## config.mk

```make
export PLATFORM = sky130hd
export DESIGN_NAME = mmu_feeder
export DESIGN_NICKNAME = d
export VERILOG_FILES = /design/src/rtl/mmu_pkg.sv /design/src/rtl/mmu_valid_delay.sv /design/src/rtl/mmu_feeder.sv
export SDC_FILE = /design/constraint.sdc
export NUM_CORES = 1
export LEC_CHECK = 0
export BUFFER_PORTS_ARGS = -buffer_cell sky130_fd_sc_hd__buf_2
export CAP_MARGIN = 20
export CELL_PAD_IN_SITES_DETAIL_PLACEMENT = 1
export CELL_PAD_IN_SITES_GLOBAL_PLACEMENT = 1
export CORE_MARGIN = 10
export CORE_UTILIZATION = 37
export DETAILED_ROUTE_END_ITERATION = 7
export PLACE_DENSITY_LB_ADDON = 0.1
export SLEW_MARGIN = 15
export SYNTH_ARGS = -nofsm -noshare
export SYNTH_HDL_FRONTEND = slang
export SYNTH_SLANG_ARGS = --single-unit
```

## constraint.sdc

```tcl
create_clock -name clk -period 3 [get_ports clk]
set_input_delay 0.45 -clock clk [delete_from_list [all_inputs] [get_ports clk]]
set_output_delay 0.45 -clock clk [all_outputs]
set_load 0.01 [all_outputs]
```

## src/rtl/mmu_pkg.sv

```systemverilog
// Shared definitions for the systolic matrix unit: element/vector widths,
// feeder state encoding and a small constant helper.
package mmu_pkg;

    localparam int ELEM_W    = 8;
    localparam int ARRAY_DIM = 3;
    localparam int VEC_W     = ELEM_W * ARRAY_DIM;

    typedef enum logic [2:0] {
        ST_IDLE,
        ST_LOAD_W,
        ST_CAPTURE,
        ST_STREAM,
        ST_DRAIN,
        ST_DONE
    } feeder_state_e;

    function automatic int max_int(input int a, input int b);
        return (a > b) ? a : b;
    endfunction

endpackage

```

## src/rtl/mmu_valid_delay.sv

```systemverilog
// Single-bit delay line of DEPTH registers; dout is din delayed DEPTH cycles.
module mmu_valid_delay #(
    parameter int DEPTH = 6
) (
    input  logic clk,
    input  logic rst,
    input  logic din,
    output logic dout
);

    logic [DEPTH-1:0] shreg;

    always_ff @(posedge clk or posedge rst) begin
        if (rst) begin
            shreg <= '0;
        end else begin
            // The shift form also holds for DEPTH == 1, where a slice would not.
            shreg <= (shreg << 1) | DEPTH'(din);
        end
    end

    assign dout = shreg[DEPTH-1];

endmodule

```

## src/rtl/mmu_feeder.sv

```systemverilog
// Input-side sequencer for the systolic array: loads weights, captures them,
// streams activations and marks the cycles where array psums are valid.
module mmu_feeder
    import mmu_pkg::*;
#(
    parameter int DATA_WIDTH = ELEM_W,
    parameter int ARRAY_SIZE = ARRAY_DIM,
    parameter int MAX_ROWS   = 16,
    parameter int PSUM_LAT   = 5
) (
    input  logic                             clk,
    input  logic                             rst,
    input  logic                             cmd_valid,
    output logic                             cmd_ready,
    input  logic                             cmd_load_w,
    input  logic [$clog2(MAX_ROWS+1)-1:0]    cmd_rows,
    input  logic                             w_valid,
    output logic                             w_ready,
    input  logic [DATA_WIDTH*ARRAY_SIZE-1:0] w_data,
    input  logic                             a_valid,
    output logic                             a_ready,
    input  logic [DATA_WIDTH*ARRAY_SIZE-1:0] a_data,
    output logic [DATA_WIDTH*ARRAY_SIZE-1:0] weight_data,
    output logic                             en_weight_pass,
    output logic                             en_capture_col0,
    output logic                             en_capture_col1,
    output logic                             en_capture_col2,
    output logic [DATA_WIDTH*ARRAY_SIZE-1:0] act_data,
    output logic                             psum_valid,
    output logic                             busy,
    output logic                             done
);

    localparam int BEAT_W = $clog2(ARRAY_SIZE + 1);
    localparam int ROWS_W = $clog2(MAX_ROWS + 1);
    localparam int CNT_W  = $clog2(max_int(MAX_ROWS, PSUM_LAT + 1) + 1);

    localparam logic [ROWS_W-1:0] ROWS_CAP   = ROWS_W'(MAX_ROWS);
    localparam logic [BEAT_W-1:0] BEAT_LAST  = BEAT_W'(ARRAY_SIZE - 1);
    localparam logic [BEAT_W-1:0] BEAT_ONE   = BEAT_W'(1);
    localparam logic [CNT_W-1:0]  CNT_ONE    = CNT_W'(1);
    localparam logic [CNT_W-1:0]  DRAIN_LAST = CNT_W'(PSUM_LAT);

    feeder_state_e     state;
    logic [BEAT_W-1:0] beat_cnt;
    logic [CNT_W-1:0]  rows_q;
    logic [CNT_W-1:0]  row_cnt;
    logic [CNT_W-1:0]  drain_cnt;
    logic [CNT_W-1:0]  rows_sat;
    logic              capture_q;
    logic              a_fire;

    assign cmd_ready = (state == ST_IDLE);
    assign w_ready   = (state == ST_LOAD_W);
    assign a_ready   = (state == ST_STREAM);
    assign busy      = (state != ST_IDLE);
    assign done      = (state == ST_DONE);
    assign a_fire    = a_valid && a_ready;
    assign rows_sat  = (cmd_rows > ROWS_CAP) ? CNT_W'(ROWS_CAP) : CNT_W'(cmd_rows);

    assign en_capture_col0 = capture_q;
    assign en_capture_col1 = capture_q;
    assign en_capture_col2 = capture_q;

    // NOTE: every register here, including the weight/activation data paths,
    // is reset so the array never sees stale values after an abandoned tile.
    always_ff @(posedge clk or posedge rst) begin
        if (rst) begin
            state          <= ST_IDLE;
            beat_cnt       <= '0;
            rows_q         <= '0;
            row_cnt        <= '0;
            drain_cnt      <= '0;
            weight_data    <= '0;
            en_weight_pass <= 1'b0;
            capture_q      <= 1'b0;
            act_data       <= '0;
        end else begin
            // NOTE: non-blocking defaults make strobes single-cycle unless a
            // state below re-asserts them; later assignments win.
            en_weight_pass <= 1'b0;
            capture_q      <= 1'b0;
            act_data       <= '0;
            unique case (state)
                ST_IDLE: begin
                    if (cmd_valid) begin
                        rows_q    <= rows_sat;
                        beat_cnt  <= '0;
                        row_cnt   <= '0;
                        drain_cnt <= '0;
                        if (cmd_load_w)          state <= ST_LOAD_W;
                        else if (rows_sat != '0) state <= ST_STREAM;
                        else                     state <= ST_DONE;
                    end
                end
                ST_LOAD_W: begin
                    if (w_valid) begin
                        weight_data    <= w_data;
                        en_weight_pass <= 1'b1;
                        beat_cnt       <= beat_cnt + BEAT_ONE;
                        if (beat_cnt == BEAT_LAST) state <= ST_CAPTURE;
                    end
                end
                ST_CAPTURE: begin
                    capture_q <= 1'b1;
                    state     <= (rows_q != '0) ? ST_STREAM : ST_DRAIN;
                end
                ST_STREAM: begin
                    if (a_valid) begin
                        act_data <= a_data;
                        row_cnt  <= row_cnt + CNT_ONE;
                        if (row_cnt + CNT_ONE == rows_q) state <= ST_DRAIN;
                    end
                end
                ST_DRAIN: begin
                    drain_cnt <= drain_cnt + CNT_ONE;
                    if (drain_cnt == DRAIN_LAST) state <= ST_DONE;
                end
                ST_DONE: state <= ST_IDLE;
                default: state <= ST_IDLE;
            endcase
        end
    end

    // Accepted activation beats travel alongside the data through the array.
    mmu_valid_delay #(
        .DEPTH(PSUM_LAT + 1)
    ) u_psum_delay (
        .clk (clk),
        .rst (rst),
        .din (a_fire),
        .dout(psum_valid)
    );

endmodule

```

==> PnR_summary.wiki <==
{| class="wikitable"
! Metric !! Value
|-
| Outcome || complete, no violations
|-
| Vias in the first global route || between 2,000 and 3,000
|-
| Yosys warning total || 0
|-
| Top-level I/O count || ~120
|-
| Post-synthesis sequential element count || 76
|-
| Longest Clk Path Bufs || 2
|-
| Max-cap violations || 0
|-
| Endpoints failing hold || 0
|-
| Antenna diode count || 0
|-
| Average instance area after synthesis || ~11 sq um
|-
| HPWL after DPL || roughly 6.3 mm
|-
| Global-route wire length before repair || 13.6 mm
|-
| Number of flops mapped to enable cells by yosys || 0
|-
| Maximum clock skew at final layout || approximately 0.012 ns
|-
| Cell variety after synth || 47
|-
| Initial antenna violation count || 0
|-
| Max-slew violation count || 0
|-
| Share of async-settable or async-resettable flops after synthesis || 100%
|-
| Highest Clock Rate || 496 MHz
|-
| Number of cells after detailed placement || slightly below 500
|-
| Most used flip-flop cell after synthesis || sky130_fd_sc_hd__dfrtp_1
|-
| Placeable core region || a little over 0.008 sq mm
|-
| Clock-pin slew on the worst setup and hold paths || 0.09 ns
|-
| CTS tree || built
|-
| Power density over the cells || just over 900 mW/mm^2
|-
| CTS Hold Buffers Added || 0
|-
| Vias || between 2,000 and 2,500
|-
| CP Class || reg2out
|-
| Area of the mapped netlist || around 0.0032 sq mm
|-
| Pre-CTS worst setup slack || about 1.2 ns
|-
| Fin util || 48.8%
|-
| Period Utilization, post-route || around two thirds
|-
| CTS sink cnt || 76
|-
| Vias per cell || 4.66
|-
| RePlAce Congestion || around 0.76
|-
| Clock latency on the worst-skew pair || around 0.34 ns
|-
| Post-synthesis sequential area ratio || about three fifths
|-
| Post_cts resized || 0
|-
| Input/output buffers || approximately 120
|-
| Grt total ovfl || 0
|-
| Post-Synthesis Cells || 285
|-
| Crit path max fanout || 13
|-
| Aggregate global-route resource usage || 13.1%
|-
| Fraction of layout cells with a size suffix above 1 || between 30% and 40%
|-
| Design Power || about 3.7 mW
|-
| Slew at the pin closest to its max-slew limit || 0.673 ns
|-
| Number of nets produced by synthesis || 348
|-
| Slew Limit Headroom || between 50% and 60%
|-
| Wirelength per Cell || roughly 16 microns
|-
| Vertical extent of the die || 112 microns
|-
| Maximum number of pins on one net before global-route repair || 48
|-
| Routed WL || ~8.4 mm
|-
| Highest ir drop seen on vdd || ~0.28 mV
|-
| Leak pwr || 2.24 nW
|-
| Post-detailed-route DRC marker count || 0
|-
| Required time of the worst setup path || between 2 and 3 ns
|-
| Endpoint kind of the worst setup timing path || primary output
|-
| Class of the most critical hold timing path || in2async
|-
| H-tree depth reported by CTS || 3
|-
| Critical Path Source Type || register
|-
| Number of nets with antenna violations after detailed routing || 0
|-
| Setup TNS || 0 ns
|-
| Floorplan die width || roughly 110 microns
|-
| Number of DRC markers after the initial detailed-route iteration || 105
|-
| Net count, final || about 460
|-
| Inserted Clock Buffers || 9
|-
| CTS Root Cell || sky130_fd_sc_hd__clkbuf_8
|-
| Synth-to-Final Area Change || 27.2%
|-
| Placement row count || 33
|-
| Area of all placed cells without fillers || ~0.004 sq mm
|-
| Starting utilization of the core area || 38.3%
|-
| Crit path DAT || between 1.5 and 2 ns
|-
| Min Hold Slack || around 0.20 ns
|-
| Total setup violations reported at the end of the flow || 0
|-
| Post-DP Area || between 0.003 and 0.004 sq mm
|-
| Min Clock Period, post-route || 2.02 ns
|-
| Number of standard cells in the layout, taps in and fillers out || between 500 and 600
|-
| Post-CTS setup buffers || 0
|-
| Unrepaired setup endpoints after global routing || no
|-
| Post-route setup slack || approximately 0.98 ns
|-
| First-pass DRT Iterations || 4
|-
| Die Area || 0.0127 sq mm
|}
## layer usage
| layer | part of all wire, % | up-vias | GRT usage, % | wire, microns |
|---|---|---|---|---|
| li1 | - | 1154 | - | - |
| met1 | 46 | 1139 | 16.6 | 3810 |
| met2 | 48 | 65 | 20.7 | 3990 |
| met3 | 5.1 | 13 | 3.62 | 430 |
| met4 | 1.6 | 0 | 5.25 | 135 |
| met5 | 0 | - | 0 | 0 |
## path summary, 6_finish.rpt
check                                      startpoint                     to  slack, ns  cells after the start
min in group clk                            w_data[8]         weight_data[8]       0.30                      3
worst max-delay path                         state[1]                a_ready       0.98                      4
worst min register to register  u_psum_delay.shreg[0]  u_psum_delay.shreg[1]       0.35                      0
worst min-delay path                              rst           act_data[12]       0.20                      2
worst max register to register               state[2]               state[0]       1.16                      4
max in group asynchronous                         rst  u_psum_delay.shreg[2]       2.11                      3
## synth_stat cells (2+ instances only)
library cell,count,area (sq um)
sky130_fd_sc_hd__nor3_1,2,10.0
sky130_fd_sc_hd__nand3_1,9,45.0
sky130_fd_sc_hd__dfrtp_1,76,1900
sky130_fd_sc_hd__buf_6,5,56.3
sky130_fd_sc_hd__buf_4,2,15.0
sky130_fd_sc_hd__a22o_1,3,26.3
sky130_fd_sc_hd__buf_2,5,25.0
sky130_fd_sc_hd__nand2_1,80,300
sky130_fd_sc_hd__o21ai_0,9,45.0
sky130_fd_sc_hd__mux2_2,2,22.5
sky130_fd_sc_hd__and2_1,25,156
sky130_fd_sc_hd__xnor3_2,2,47.6
sky130_fd_sc_hd__clkbuf_1,4,15.0
sky130_fd_sc_hd__nand2b_1,3,18.8
sky130_fd_sc_hd__and3_4,2,22.5
sky130_fd_sc_hd__nor2_1,3,11.3
sky130_fd_sc_hd__and3_1,2,12.5
sky130_fd_sc_hd__ha_1,4,50.1
sky130_fd_sc_hd__a31oi_1,2,12.5
sky130_fd_sc_hd__nor2b_1,2,12.5
sky130_fd_sc_hd__o21ai_1,7,35.0
sky130_fd_sc_hd__xor2_1,5,43.8
sky130_fd_sc_hd__inv_1,7,26.3
## critical path, stage by stage (launching register included)
cell and delay [ns]:
sky130_fd_sc_hd__dfrtp_1 0.61, sky130_fd_sc_hd__nor2b_1 0.28, sky130_fd_sc_hd__nand2_1 0.13, sky130_fd_sc_hd__inv_1 0.08
sky130_fd_sc_hd__buf_2 0.13
## report_power, final
part           total, mW  internal, mW  switching [mW]
registers           1.56          1.33           0.239
logic               1.22         0.547           0.674
clock network      0.884         0.495           0.389
## layout by cell type, fill, tap and decap left out, drive strengths merged
cell type and n:
clkinvlp 2, a21o 1, a211o 1, a31oi 2
a21oi 1, bufinv 2, a311o 1, and3 4
a22o 3, nand2 80, clkbuf 11, buf 119
xnor3 3, nor3 2, ha 4, or4b 1
nor2 4, nor3b 1, or3b 1, and4 1
dfrtp 76, or2b 1, a32o 1, o21ai 17
o22a 1, xor2 5, and4b 1, o31ai 1
mux2 3, xnor2 1, a2111oi 2, nor4bb 1
inv 9, and2 25, nand3 9, nor2b 2
or4 2, nand2b 3
## state kept, by name, summed over array words and instances (netlist names)
register	cells
weight_data	24
row_cnt	5
en_capture_col0	1
state	3
u_psum_delay.shreg	6
beat_cnt	2
act_data	24
rows_q	5
en_weight_pass	1
drain_cnt	5
## logic make-up after synthesis
logic type,after synthesis,synth area share (%)
buffers and inverters,24,4.47
muxes,3,1.19
and+or+nand+nor,138,21.7
xor gates and xnor gates,9,3.87
AOI/OAI and AO/OA,31,7.08
DFF,76,60.1
adders and majority gates,4,1.58
## cell type report
cell class	count	area [sq um]
Fill cell	955	4230
Sequential cell	76	1900
Multi-Input combinational cell	185	1120
Timing Repair Buffer	119	616
Clock buffer	11	141
Tap cell	105	131
Clock inverter	5	83.8
Inverter	8	30.0
Power figures use the tool's default switching activity.
